`src/rtl/spi_flash_bist.sv`:
```
// spi_flash_bist
// Built-in self-test sequencer for the SPI flash path. One run erases the
// sector at BASE_ADDR, blank-checks NUM_BYTES bytes, programs a seeded
// pattern, then reads it back and compares. Mode 3 skips erase/program and
// only verifies.
//
// Ports
//   clk, reset            system clock, synchronous active-high reset
//   start                 one-cycle run request (ignored while busy)
//   mode[1:0], seed[7:0]  pattern select and seed, latched at start
//   flash_*_req           read / page-program / sector-erase strobes
//   flash_addr, flash_wdata  transaction address and program byte
//   flash_rdata, flash_ack   read byte and one-cycle completion pulse
//   busy, done, pass      run status
//   err_cnt               saturating mismatch count
//   fail_addr             first mismatching address, all-ones if none
//   last_rdata            most recent byte read
module spi_flash_bist #(
    parameter int          NUM_BYTES = 16,
    parameter logic [23:0] BASE_ADDR = 24'h000000,
    parameter int          IDLE_WAIT = 4,
    parameter int          ERR_W     = 8
) (
    input  logic             clk,
    input  logic             reset,
    input  logic             start,
    input  logic [1:0]       mode,
    input  logic [7:0]       seed,
    output logic             flash_rd_req,
    output logic             flash_pp_req,
    output logic             flash_se_req,
    output logic [23:0]      flash_addr,
    output logic [7:0]       flash_wdata,
    input  logic [7:0]       flash_rdata,
    input  logic             flash_ack,
    output logic             busy,
    output logic             done,
    output logic             pass,
    output logic [ERR_W-1:0] err_cnt,
    output logic [23:0]      fail_addr,
    output logic [7:0]       last_rdata
);

    localparam int          WAIT_W   = (IDLE_WAIT < 1) ? 1 : $clog2(IDLE_WAIT + 1);
    localparam logic [7:0]  LAST_IDX = 8'(NUM_BYTES - 1);
    localparam logic [23:0] NO_FAIL  = 24'hFFFFFF;

    typedef enum logic [2:0] {
        S_IDLE, S_WAIT, S_SE, S_BLANK, S_PP, S_VERIFY, S_DONE
    } state_t;

    state_t              state_q;
    logic [7:0]          idx_q;
    logic [WAIT_W-1:0]   wait_q;
    logic [1:0]          mode_q;
    logic [7:0]          seed_q;
    logic                rd_req_q, pp_req_q, se_req_q;
    logic [23:0]         addr_q;
    logic [7:0]          wdata_q;
    logic                busy_q, done_q, pass_q;
    logic [ERR_W-1:0]    err_cnt_q;
    logic [23:0]         fail_addr_q;
    logic [7:0]          last_rdata_q;

    logic [7:0]          pat_d;
    logic [7:0]          exp_d;
    logic                mismatch_d;
    logic [ERR_W-1:0]    err_cnt_d;
    logic                req_any;

    function automatic logic [ERR_W-1:0] sat_inc(input logic [ERR_W-1:0] v);
        return (&v) ? v : v + 1'b1;
    endfunction

    always_comb begin
        pat_d = seed_q + idx_q;
        case (mode_q)
            2'd1:    pat_d = seed_q;
            2'd2:    pat_d = seed_q ^ idx_q;
            default: pat_d = seed_q + idx_q;
        endcase
        exp_d      = (state_q == S_BLANK) ? 8'hFF : pat_d;
        mismatch_d = ((state_q == S_BLANK) || (state_q == S_VERIFY)) && (flash_rdata != exp_d);
        err_cnt_d  = mismatch_d ? sat_inc(err_cnt_q) : err_cnt_q;
    end

    assign req_any = rd_req_q | pp_req_q | se_req_q;

    always_ff @(posedge clk) begin
        if (reset) begin
            state_q      <= S_IDLE;
            idx_q        <= '0;
            wait_q       <= '0;
            mode_q       <= '0;
            seed_q       <= '0;
            rd_req_q     <= 1'b0;
            pp_req_q     <= 1'b0;
            se_req_q     <= 1'b0;
            addr_q       <= '0;
            wdata_q      <= '0;
            busy_q       <= 1'b0;
            done_q       <= 1'b0;
            pass_q       <= 1'b0;
            err_cnt_q    <= '0;
            fail_addr_q  <= NO_FAIL;
            last_rdata_q <= '0;
        end else begin
            case (state_q)
                S_IDLE, S_DONE: begin
                    if (start) begin
                        mode_q      <= mode;
                        seed_q      <= seed;
                        err_cnt_q   <= '0;
                        fail_addr_q <= NO_FAIL;
                        done_q      <= 1'b0;
                        pass_q      <= 1'b0;
                        busy_q      <= 1'b1;
                        wait_q      <= '0;
                        idx_q       <= '0;
                        state_q     <= S_WAIT;
                    end
                end
                S_WAIT: begin
                    // The first request is raised on the same edge that
                    // leaves S_WAIT, so it appears IDLE_WAIT+1 edges after start.
                    if (wait_q == WAIT_W'(IDLE_WAIT)) begin
                        idx_q  <= '0;
                        addr_q <= BASE_ADDR;
                        if (mode_q == 2'd3) begin
                            state_q  <= S_VERIFY;
                            rd_req_q <= 1'b1;
                        end else begin
                            state_q  <= S_SE;
                            se_req_q <= 1'b1;
                        end
                    end else begin
                        wait_q <= wait_q + 1'b1;
                    end
                end
                S_SE: begin
                    if (se_req_q && flash_ack) begin
                        se_req_q <= 1'b0;
                        idx_q    <= '0;
                        state_q  <= S_BLANK;
                    end
                end
                S_BLANK, S_PP, S_VERIFY: begin
                    if (!req_any) begin
                        // Gap cycle: launch the transaction for the current byte.
                        addr_q <= BASE_ADDR + {16'h0000, idx_q};
                        if (state_q == S_PP) begin
                            pp_req_q <= 1'b1;
                            wdata_q  <= pat_d;
                        end else begin
                            rd_req_q <= 1'b1;
                        end
                    end else if (flash_ack) begin
                        rd_req_q <= 1'b0;
                        pp_req_q <= 1'b0;
                        if (state_q != S_PP) begin
                            last_rdata_q <= flash_rdata;
                            err_cnt_q    <= err_cnt_d;
                            if (mismatch_d && (fail_addr_q == NO_FAIL))
                                fail_addr_q <= addr_q;
                        end
                        if (idx_q == LAST_IDX) begin
                            idx_q <= '0;
                            case (state_q)
                                S_BLANK: state_q <= S_PP;
                                S_PP:    state_q <= S_VERIFY;
                                default: begin
                                    state_q <= S_DONE;
                                    busy_q  <= 1'b0;
                                    done_q  <= 1'b1;
                                    pass_q  <= (err_cnt_d == '0);
                                end
                            endcase
                        end else begin
                            idx_q <= idx_q + 1'b1;
                        end
                    end
                end
                default: state_q <= S_IDLE;
            endcase
        end
    end

    assign flash_rd_req = rd_req_q;
    assign flash_pp_req = pp_req_q;
    assign flash_se_req = se_req_q;
    assign flash_addr   = addr_q;
    assign flash_wdata  = wdata_q;
    assign busy         = busy_q;
    assign done         = done_q;
    assign pass         = pass_q;
    assign err_cnt      = err_cnt_q;
    assign fail_addr    = fail_addr_q;
    assign last_rdata   = last_rdata_q;

endmodule

```
`config.mk`:
```
export PLATFORM = sky130hd
export DESIGN_NAME = spi_flash_bist
export DESIGN_NICKNAME = d
export VERILOG_FILES = /design/src/rtl/spi_flash_bist.sv
export SDC_FILE = /design/constraint.sdc
export NUM_CORES = 1
export LEC_CHECK = 0
export CAP_MARGIN = 20
export CORE_ASPECT_RATIO = 0.5
export CORE_MARGIN = 5
export CORE_UTILIZATION = 35
export DETAILED_ROUTE_END_ITERATION = 10
export PLACE_DENSITY = 0.61
export REMOVE_ABC_BUFFERS = 1
export SETUP_SLACK_MARGIN = 0.05
export SLEW_MARGIN = 20
export SYNTH_ARGS = -nofsm -noshare
export SYNTH_HDL_FRONTEND = slang
export SYNTH_SLANG_ARGS = --single-unit
```
`constraint.sdc`:
```
create_clock -name clk -period 4.3 [get_ports clk]
set_input_delay 0.645 -clock clk [delete_from_list [all_inputs] [get_ports clk]]
set_output_delay 0.645 -clock clk [all_outputs]
set_load 0.03 [all_outputs]
```
* Word level (Yosys, flattened, before mapping)
Index checks and enable logic that the tools add are counted.
** Storage, ports and cells
- Output and inout port bits :: 78
- Input bits :: 22
- Flip-flop bits (word level) :: 102
** Operators by class
- Bitwise operators :: 4
- Eq/ne operators :: 30
- Reductions and logical operators :: 29
- Add/subtract/negate cells :: 4
- Multiplexer cells :: 65
** Operator list (count)
- two-way mux 24 bit :: 7
- two-way mux 8 bit :: 12
- one-hot mux 24 bit (2 select lines) :: 2
- one-hot mux 8 bit (2 select lines) :: 2
- one-hot mux 8 bit (4 select lines) :: 1
- inequality test 2 bit (second input constant) :: 14
- two-way mux 3 bit :: 9
- equality test 24 bit (second input constant) :: 1
- two-way mux 1 bit :: 24
- AND reduction 6 bit :: 4
- adder 8 x 1 -> 8 bit (second input constant) :: 2
- equality test 3 bit (second input constant) :: 4
- one-hot mux 3 bit (4 select lines) :: 1
- AND reduction 3 bit :: 4
- one-hot mux 1 bit (2 select lines) :: 5
- AND reduction 5 bit :: 2
- nonzero test 2 bit :: 5
- inequality test 3 bit (second input constant) :: 3
- adder 8 bit :: 1
- equality test 8 x 4 -> 1 bit (second input constant) :: 1
- logical NOT 8 bit :: 1
- inequality test 8 bit :: 1
- AND reduction 4 bit :: 2
- AND reduction 8 bit :: 1
- 17 further kinds :: 23

* Logic depth before layout (Yosys ltp)
Gate-level depths: netlist (run 1).
- Word-level depth :: 12
- Mapped depth :: 15
- Mapped depth without buffers :: 12

* Least setup slack after synthesis (run 1)
Ideal clock, no wire load.
- Path kind :: register to register
- Start :: register idx_q[0]
- End :: register pass_q, in the netlist pass
- Buffers on the path :: 1
- Stages on the path, launching flop included :: 14
- Setup slack :: 0.990 ns
- Setup time :: 0.087 ns
- Data arrival time :: 3.223 ns
- Clock period less this slack :: 3.310 ns
- Cell sequence :: dfxtp_1 -> ha_1 -> fa_1 -> a21o_1 -> o311a_1 -> and3b_4 -> nor4_2 -> a32oi_1 -> a221o_2 -> and3_4 -> buf_6 -> a211oi_2 -> o22ai_1 -> o31ai_1
** Between the ends
- Cells in the longest elaborated chain, start to end :: 12
** Ends and longest elaborated chain
- start: declaration :: RTL line 53 : logic [7:0] idx_q;
- start signal: assignment :: RTL line 179 : idx_q <= idx_q + 1'b1;
- adder 8 bit or XOR 8 bit (tied branches) :: RTL line 80, 79
- one-hot mux 8 bit (2 select lines) :: RTL line 77 : case (mode_q)
- two-way mux 8 bit :: RTL line 82 : exp_d = (state_q == S_BLANK) ? 8'hFF : pat_d;
- inequality test 8 bit :: RTL line 83 : mismatch_d = ((state_q == S_BLANK) || (state_q == S_VERIFY)) && (flash_rdata != exp_d);
- logical AND 1 bit :: RTL line 83
- two-way mux 8 bit :: RTL line 84 : err_cnt_d = mismatch_d ? sat_inc(err_cnt_q) : err_cnt_q;
- logical NOT 8 bit :: RTL line 175 : pass_q <= (err_cnt_d == '0);
- two-way mux 1 bit :: RTL line 168 : case (state_q)
- two-way mux 1 bit :: RTL line 166 : if (idx_q == LAST_IDX) begin
- two-way mux 1 bit :: RTL line 157 : end else if (flash_ack) begin
- two-way mux 1 bit :: RTL line 148 : if (!req_any) begin
- one-hot mux 1 bit (2 select lines) :: RTL line 108 : case (state_q)
- end signal: assignment :: RTL line 175
- end: declaration :: RTL line 60 : logic busy_q, done_q, pass_q;
Several ways; a longest one is shown, not always the timed one. The select of a mux whose other input is x is not followed.
A chain may end at the register's enable or synchronous reset.

* Worst setup path in the final report (run 1)
- Start :: register idx_q[1]
- End :: register pass_q, in the netlist pass
The elaborated chain is that of the path after synthesis.

==> metrics, run 1 <==
CTS Buf Count=9; Hold Path Depth=2; critical path peak fanout=8; Crit. End Element=flip-flop; row count=28; R2R depth=11; Most common cell on crit path=a211oi_1; peak supply drop=roughly 170 µV; Hold Fails Final Rpt=0; Area contributors post-synth=dfxtp_1, a21oi_1, nand2_1; grt met2 use=0.251; Post-CTS Setup Repair Bufs=0; CP Data Arrival Time=about 3.9 ns; Final ANT Viol Nets=0; Post-DP Area=5050 µm²; area of the core=11900 µm²; Leak=0.00207 µW; CTS tree=yes; largest net degree at the start of global routing=39; Die ar.=14700 µm²; 1st-iter DRT viols=about 370; total grt overflow=0; register area share after synthesis=0.332; Hold EP=flash_wdata[5]; Mapped Avg Cell Area=7.56 µm²; Cells after Synth=566; port bufs=83; CP max stage delay=0.71 ns; die width=166 µm; number of synthesized register bits=approximately 70; status=completed; power consumption=2480 µW; most common cell after layout, fill and taps aside=clkdlybuf4s50_1; Top FF cell, synth=dfxtp_1; register-to-register path setup slack=0.61 ns; most frequent cells in the layout=clkdlybuf4s50_1, nand2_1, dfxtp_1; fraction of layout cells with a size suffix above 1=0.0562; Avg WL per Cell=15.2 µm; worst hold start=flash_wdata[5]; gr busiest metal=met2; Max Fclk=0.271 GHz; met1 Use GR=0.219; Ant. Diodes=0; Synthesis Warnings=0; total number of vias=4190; Worst EP required=roughly 4.5 ns; # IOs=100; Final TNS setup=0 ns; Total GRT Usage=0.162; CTS H-tree depth=3; initial antenna violation count=0; worst r2r src=idx_q[1]; crit path time final=approximately 3.7 ns; ys async rst share=0; die height=88.2 µm; # fillers=1194; CTS Sinks=71; worst-skew pair later-pin latency=0.34 ns; vias in the first global route=roughly 3800; clock-pin slew on the worst setup and hold paths=0.06 ns; First-pass DRT Iterations=4; final worst path period share=0.859; Initial Utilization=0.360; Final Skew=~0.0065 ns; Maximum Capacitance Violations=0; Critical Path, Cell by Cell=ha_1 -> a211oi_1 -> nor3_1 -> nor4_1 -> and4b_1 -> a211oi_1 -> a221o_2 -> and2_1 -> a32o_1 -> o22ai_1 -> o31ai_1; Area Growth Syn to Fin=25.6%; Max-slew headroom=0.463; critical path's slowest cell=nor4_1; DPL Wire Length=8900 µm; Post-synth EDFFs=0; Vias/cell=about 5.3; drc violations=0; worst hold path class=flip-flop to flip-flop; met3 Use GR=0.0428; startpoint types=flip-flop; first-pass GRT wire length=about 19000 µm; Root Driver=clkbuf_16; P per Cell Area=461 nW/µm²; post-synth cell types=68; area leader, netlist=dfxtp_1; WS Path Type=flip-flop to flip-flop; number of setup violations in the final report=0; drt total wl=11900 µm; layout net count=655; Post-Syn Area=4280 µm²; final hold slack=0.451 ns; reg2reg end=pass; unrepaired setup endpoints after global routing=no; max-slew violation count=0; top-area cell type share of the netlist area=0.332; fin util=0.452; Worst-Margin Slew=approximately 0.80 ns; Routability Congestion=about 0.9; worst-case clock buffer depth=2; Finished Cell Area=5370 µm²
## sequential cells by signal (all words and copies together), names as in the netlist, 2 cells and up
| register | flops |
|---|---|
| fail_addr | 9 |
| err_cnt | 8 |
| flash_addr | 8 |
| flash_wdata | 8 |
| idx_q | 8 |
| last_rdata | 8 |
| seed_q | 8 |
| state_q | 3 |
| wait_q | 3 |
| mode_q | 2 |
## worst max-delay path by stage
| stage | from | end | slack, ns |
|---|---|---|---|
| 5_1_grt | mode_q[0] | fail_addr[2] | 0.29 |
| 3_3_place_gp | idx_q[1] | fail_addr[7] | 0.57 |
| 2_1_floorplan | fail_addr[22] | fail_addr[0] | -0.48 |
| 6_report | idx_q[1] | pass | 0.61 |
| 3_5_place_dp | mode_q[0] | fail_addr[2] | 0.50 |
| 4_1_cts | mode_q[0] | fail_addr[2] | 0.49 |
## cell usage after synthesis (all sizes together) (11+ instances only)
cell type / number
dfxtp: 71
clkbuf: 28
nand2: 75
a21oi: 63
ha: 14
o21ai: 23
and3: 15
nor4: 11
nand3: 30
nor2: 58
buf: 37
## cells by family (layout without fill, tap and decap cells)
logic type	count (synthesis)	after routing	share of synthesized area
AOI/OAI and AO/OA	151	151	0.224
xor gates and xnor gates	8	8	0.0164
adders and majority gates	15	15	0.0456
buffers and inverters	74	116	0.0963
DFF	71	71	0.332
muxes	2	2	0.00468
other	1	16	0.000877
and+or+nand+nor	244	244	0.280
## final cells by class
class	count	area, µm²	area share
sequential	71	1420	0.265
clock inverter	7	95.1	0.0177
multi-input combinational	436	2500	0.466
inverter	9	33.8	0.00629
timing repair buffer	91	886	0.165
tap	165	206	0.0384
clock buffer	9	225	0.0419
## per-stage QoR
stage / setup slack [ns] / instances
global placement: 0.569 / 772
detailed placement: 0.496 / 772
CTS: 0.486 / 788
global route: 0.291 / 788
floorplan: -0.483 / 516
finish: 0.606 / 788
## critical path, delay by kind of cell (launching register included)
kind	cells	cell delay, ns
DFF	1	0.48
and+or+nand+nor	4	1.37
adders and majority gates	1	0.33
AOI/OAI and AO/OA	6	1.41
## layer usage
layer | routed length (µm) | share of wire
met2 | 5070 | 0.42
met1 | 5900 | 0.49
met3 | 769 | 0.064
met5 | 0 | 0
met4 | 205 | 0.017
## power by group
part | switching, µW | internal, µW
logic | 576 | 311
registers | 67.3 | 711
clock network | 303 | 508
## repair_timing
action,4_1_cts,5_1_grt
hold buffers,0,0
resized for setup,0,1
endpoints found under the setup margin,0,2
Power figures use the tool's default switching activity.
==> run 2, diff against run 1 <==
CORE_ASPECT_RATIO = unset   (was 0.5)
CORE_MARGIN = unset   (was 5)
==> run 2 against run 1 <==
Clock-buffer cell count grew 5. Critical path depth increased by 1. Routed wire length is 0.10% higher. Cell count decreased by 2.5%. Non-clock buffer count fell by 2. Sequential share of layout area rose by 0.29 points. Clock skew is 0.00064 ns higher. Sequential cell count stayed put. Combinational power down 1%. Clock power down 5.3%. Worst setup slack lost 0.081 ns. Highest routed layer unchanged.
==> metrics, run 2 (same netlist as run 1, synthesis figures left out) <==
status=completed; Critical Path, Cell by Cell=inv_1 -> ha_1 -> or3b_1 -> a2111o_1 -> o211ai_1 -> and4b_1 -> a211oi_1 -> a221o_2 -> nand3_1 -> a21oi_1 -> nor2_1 -> o21bai_1; Initial Utilization=0.358 (-0.00256); WS Path Type=flip-flop to flip-flop; Worst EP required=4.57 ns (+0.04 ns); total number of vias=4322 (+3.2%); P per Cell Area=457 nW/µm² (-0.88%); Finished Layout Cells=768 (-2.5%); total grt overflow=0 (unchanged); Routability Congestion=0.824 (-8.4%); # IOs=100 (unchanged); Root Driver=clkbuf_16; Post-CTS Setup Repair Bufs=0 (unchanged); crit path time final=3.78 ns (+0.0815 ns); 1st-iter DRT viols=370 (-1.1%); startpoint types=flip-flop; worst-case clock buffer depth=2 (unchanged); Maximum Capacitance Violations=0 (unchanged); first-pass GRT wire length=19500 µm (+2.7%); CTS Buf Count=9 (unchanged); drt total wl=12000 µm (+0.10%); fraction of layout cells with a size suffix above 1=0.0467 (-0.00948); Total GRT Usage=0.194 (+0.0323); final hold slack=0.452 ns (+0.000833 ns); post-cts resize count=0 (unchanged); DPL Wire Length=8690 µm (-2.3%); vias in the first global route=3817 (+0.98%); Final TNS setup=0 ns (unchanged); Crit. End Element=flip-flop; CP max stage delay=0.59 ns (-0.12 ns); worst hold path class=flip-flop to flip-flop; cts hold-fix bufs=0 (unchanged); port bufs=83 (unchanged); final worst path period share=0.878 (+0.0189); clock-pin slew on the worst setup and hold paths=0.06 ns (about the same); First-pass DRT Iterations=6 (+2); CTS Sinks=71 (unchanged); unrepaired setup endpoints after global routing=no; die width=113 µm (-32%); Avg WL per Cell=15.6 µm (+2.7%); largest net degree at the start of global routing=41 (+5.1%); Max Fclk=0.265 GHz (-2.2%); Final Skew=0.00718 ns (+0.000640 ns); max-slew violation count=0 (unchanged); CP Data Arrival Time=4.05 ns (+0.12 ns); # fillers=1192 (-0.17%); worst r2r src=mode_q[0]; Multi-input gate area=2500 µm² (-0.15%); initial antenna violation count=0 (unchanged); number of setup violations in the final report=0 (unchanged); Final ANT Viol Nets=0 (unchanged); CTS tree=yes; area of the core=12000 µm² (+0.72%); CTS H-tree depth=3 (unchanged); critical path peak fanout=17 (+9); peak supply drop=184 µV (+8.5%); worst hold start=last_rdata[0]; die height=113 µm (+28%); row count=40 (+43%); critical path's slowest cell=a21oi_1; layout net count=653 (-0.31%); Max-slew headroom=0.513 (+0.0497); drc violations=0 (unchanged); CP bufs+invs=1 (+1); Worst-Margin Slew=0.728 ns (-0.0690 ns); Crit. Startpoint=mode_q[0]; most frequent cells in the layout=clkdlybuf4s50_1, nand2_1, dfxtp_1; Cells after DPL=752 (-2.6%); Area Growth Syn to Fin=24.2%; max FFs per register=9 (unchanged); top cell family by delay on the critical path=compound AO/OA/AOI/OAI gates; most common cell after layout, fill and taps aside=clkdlybuf4s50_1; Die ar.=12700 µm² (-14%); Ant. Diodes=0 (unchanged); Hold Fails Final Rpt=0 (unchanged); Vias/cell=5.63 (+5.8%); worst-skew pair later-pin latency=0.34 ns (about the same); Leak=0.00205 µW (-0.92%); Sequential Area=1420 µm² (unchanged)
-- run 2: cell types whose count changed in the layout (fill, tap and decap cells not counted), sizes merged --
| cell | delta |
|---|---|
| bufinv | -1 |
| clkbuf | +5 |
| clkinv | -2 |
| clkinvlp | -1 |
| inv | -1 |
| buf | -2 |
-- run 2: worst register-to-register path, cell delays in order, from the launching register on --
cell      delay [ns]
dfxtp_1         0.38
inv_1           0.06
ha_1            0.58
or3b_1          0.40
a2111o_1        0.28
o211ai_1        0.18
and4b_1         0.24
a211oi_1        0.18
a221o_2         0.27
nand3_1         0.27
a21oi_1         0.59
nor2_1          0.11
o21bai_1        0.16
-- run 2: report_power, final --
part           internal, µW  switching (µW)  leakage, µW
combinational           307             570      0.00132
clock                   483             286     0.000147
sequential              711            71.7     0.000575
total                  1500             928      0.00205
-- run 2: through the flow --
step / total power, µW / worst slack, ns / utilization / area [µm²]
floorplan: 1370 / -0.483 / - / 3960
global placement: 1640 / 0.761 / 0.419 / 5010
detailed placement: 1660 / 0.613 / 0.419 / 5010
CTS: 2430 / 0.531 / 0.444 / 5310
global route: 2580 / 0.221 / 0.444 / 5310
finish: 2430 / 0.524 / 0.444 / 5310
-- run 2: final timing paths --
| kind | end | slack (ns) | cells past startpoint |
|---|---|---|---|
| max | fail_addr[6] | 0.52 | 12 |
| min | last_rdata[0] | 0.45 | 2 |
| max reg2reg | fail_addr[6] | 0.52 | 12 |
| min reg2reg | last_rdata[0] | 0.45 | 2 |
-- run 2: area by class of cell --
class | count | area share
Inverter | 9 | 0.00636
Clock inverter | 2 | 0.00730
Timing Repair Buffer | 89 | 0.164
Tap cell | 147 | 0.0346
Multi-Input combinational cell | 436 | 0.471
Clock buffer | 14 | 0.0497
Sequential cell | 71 | 0.268
-- run 2: metal layers --
| layer | global-route usage | part of all wire | vias to the layer above |
|---|---|---|---|
| li1 | - | - | 2097 |
| met1 | 0.258 | 0.46 | 2042 |
| met2 | 0.310 | 0.46 | 163 |
| met3 | 0.0308 | 0.052 | 20 |
| met4 | 0.0836 | 0.020 | 0 |
| met5 | 0 | 0 | - |
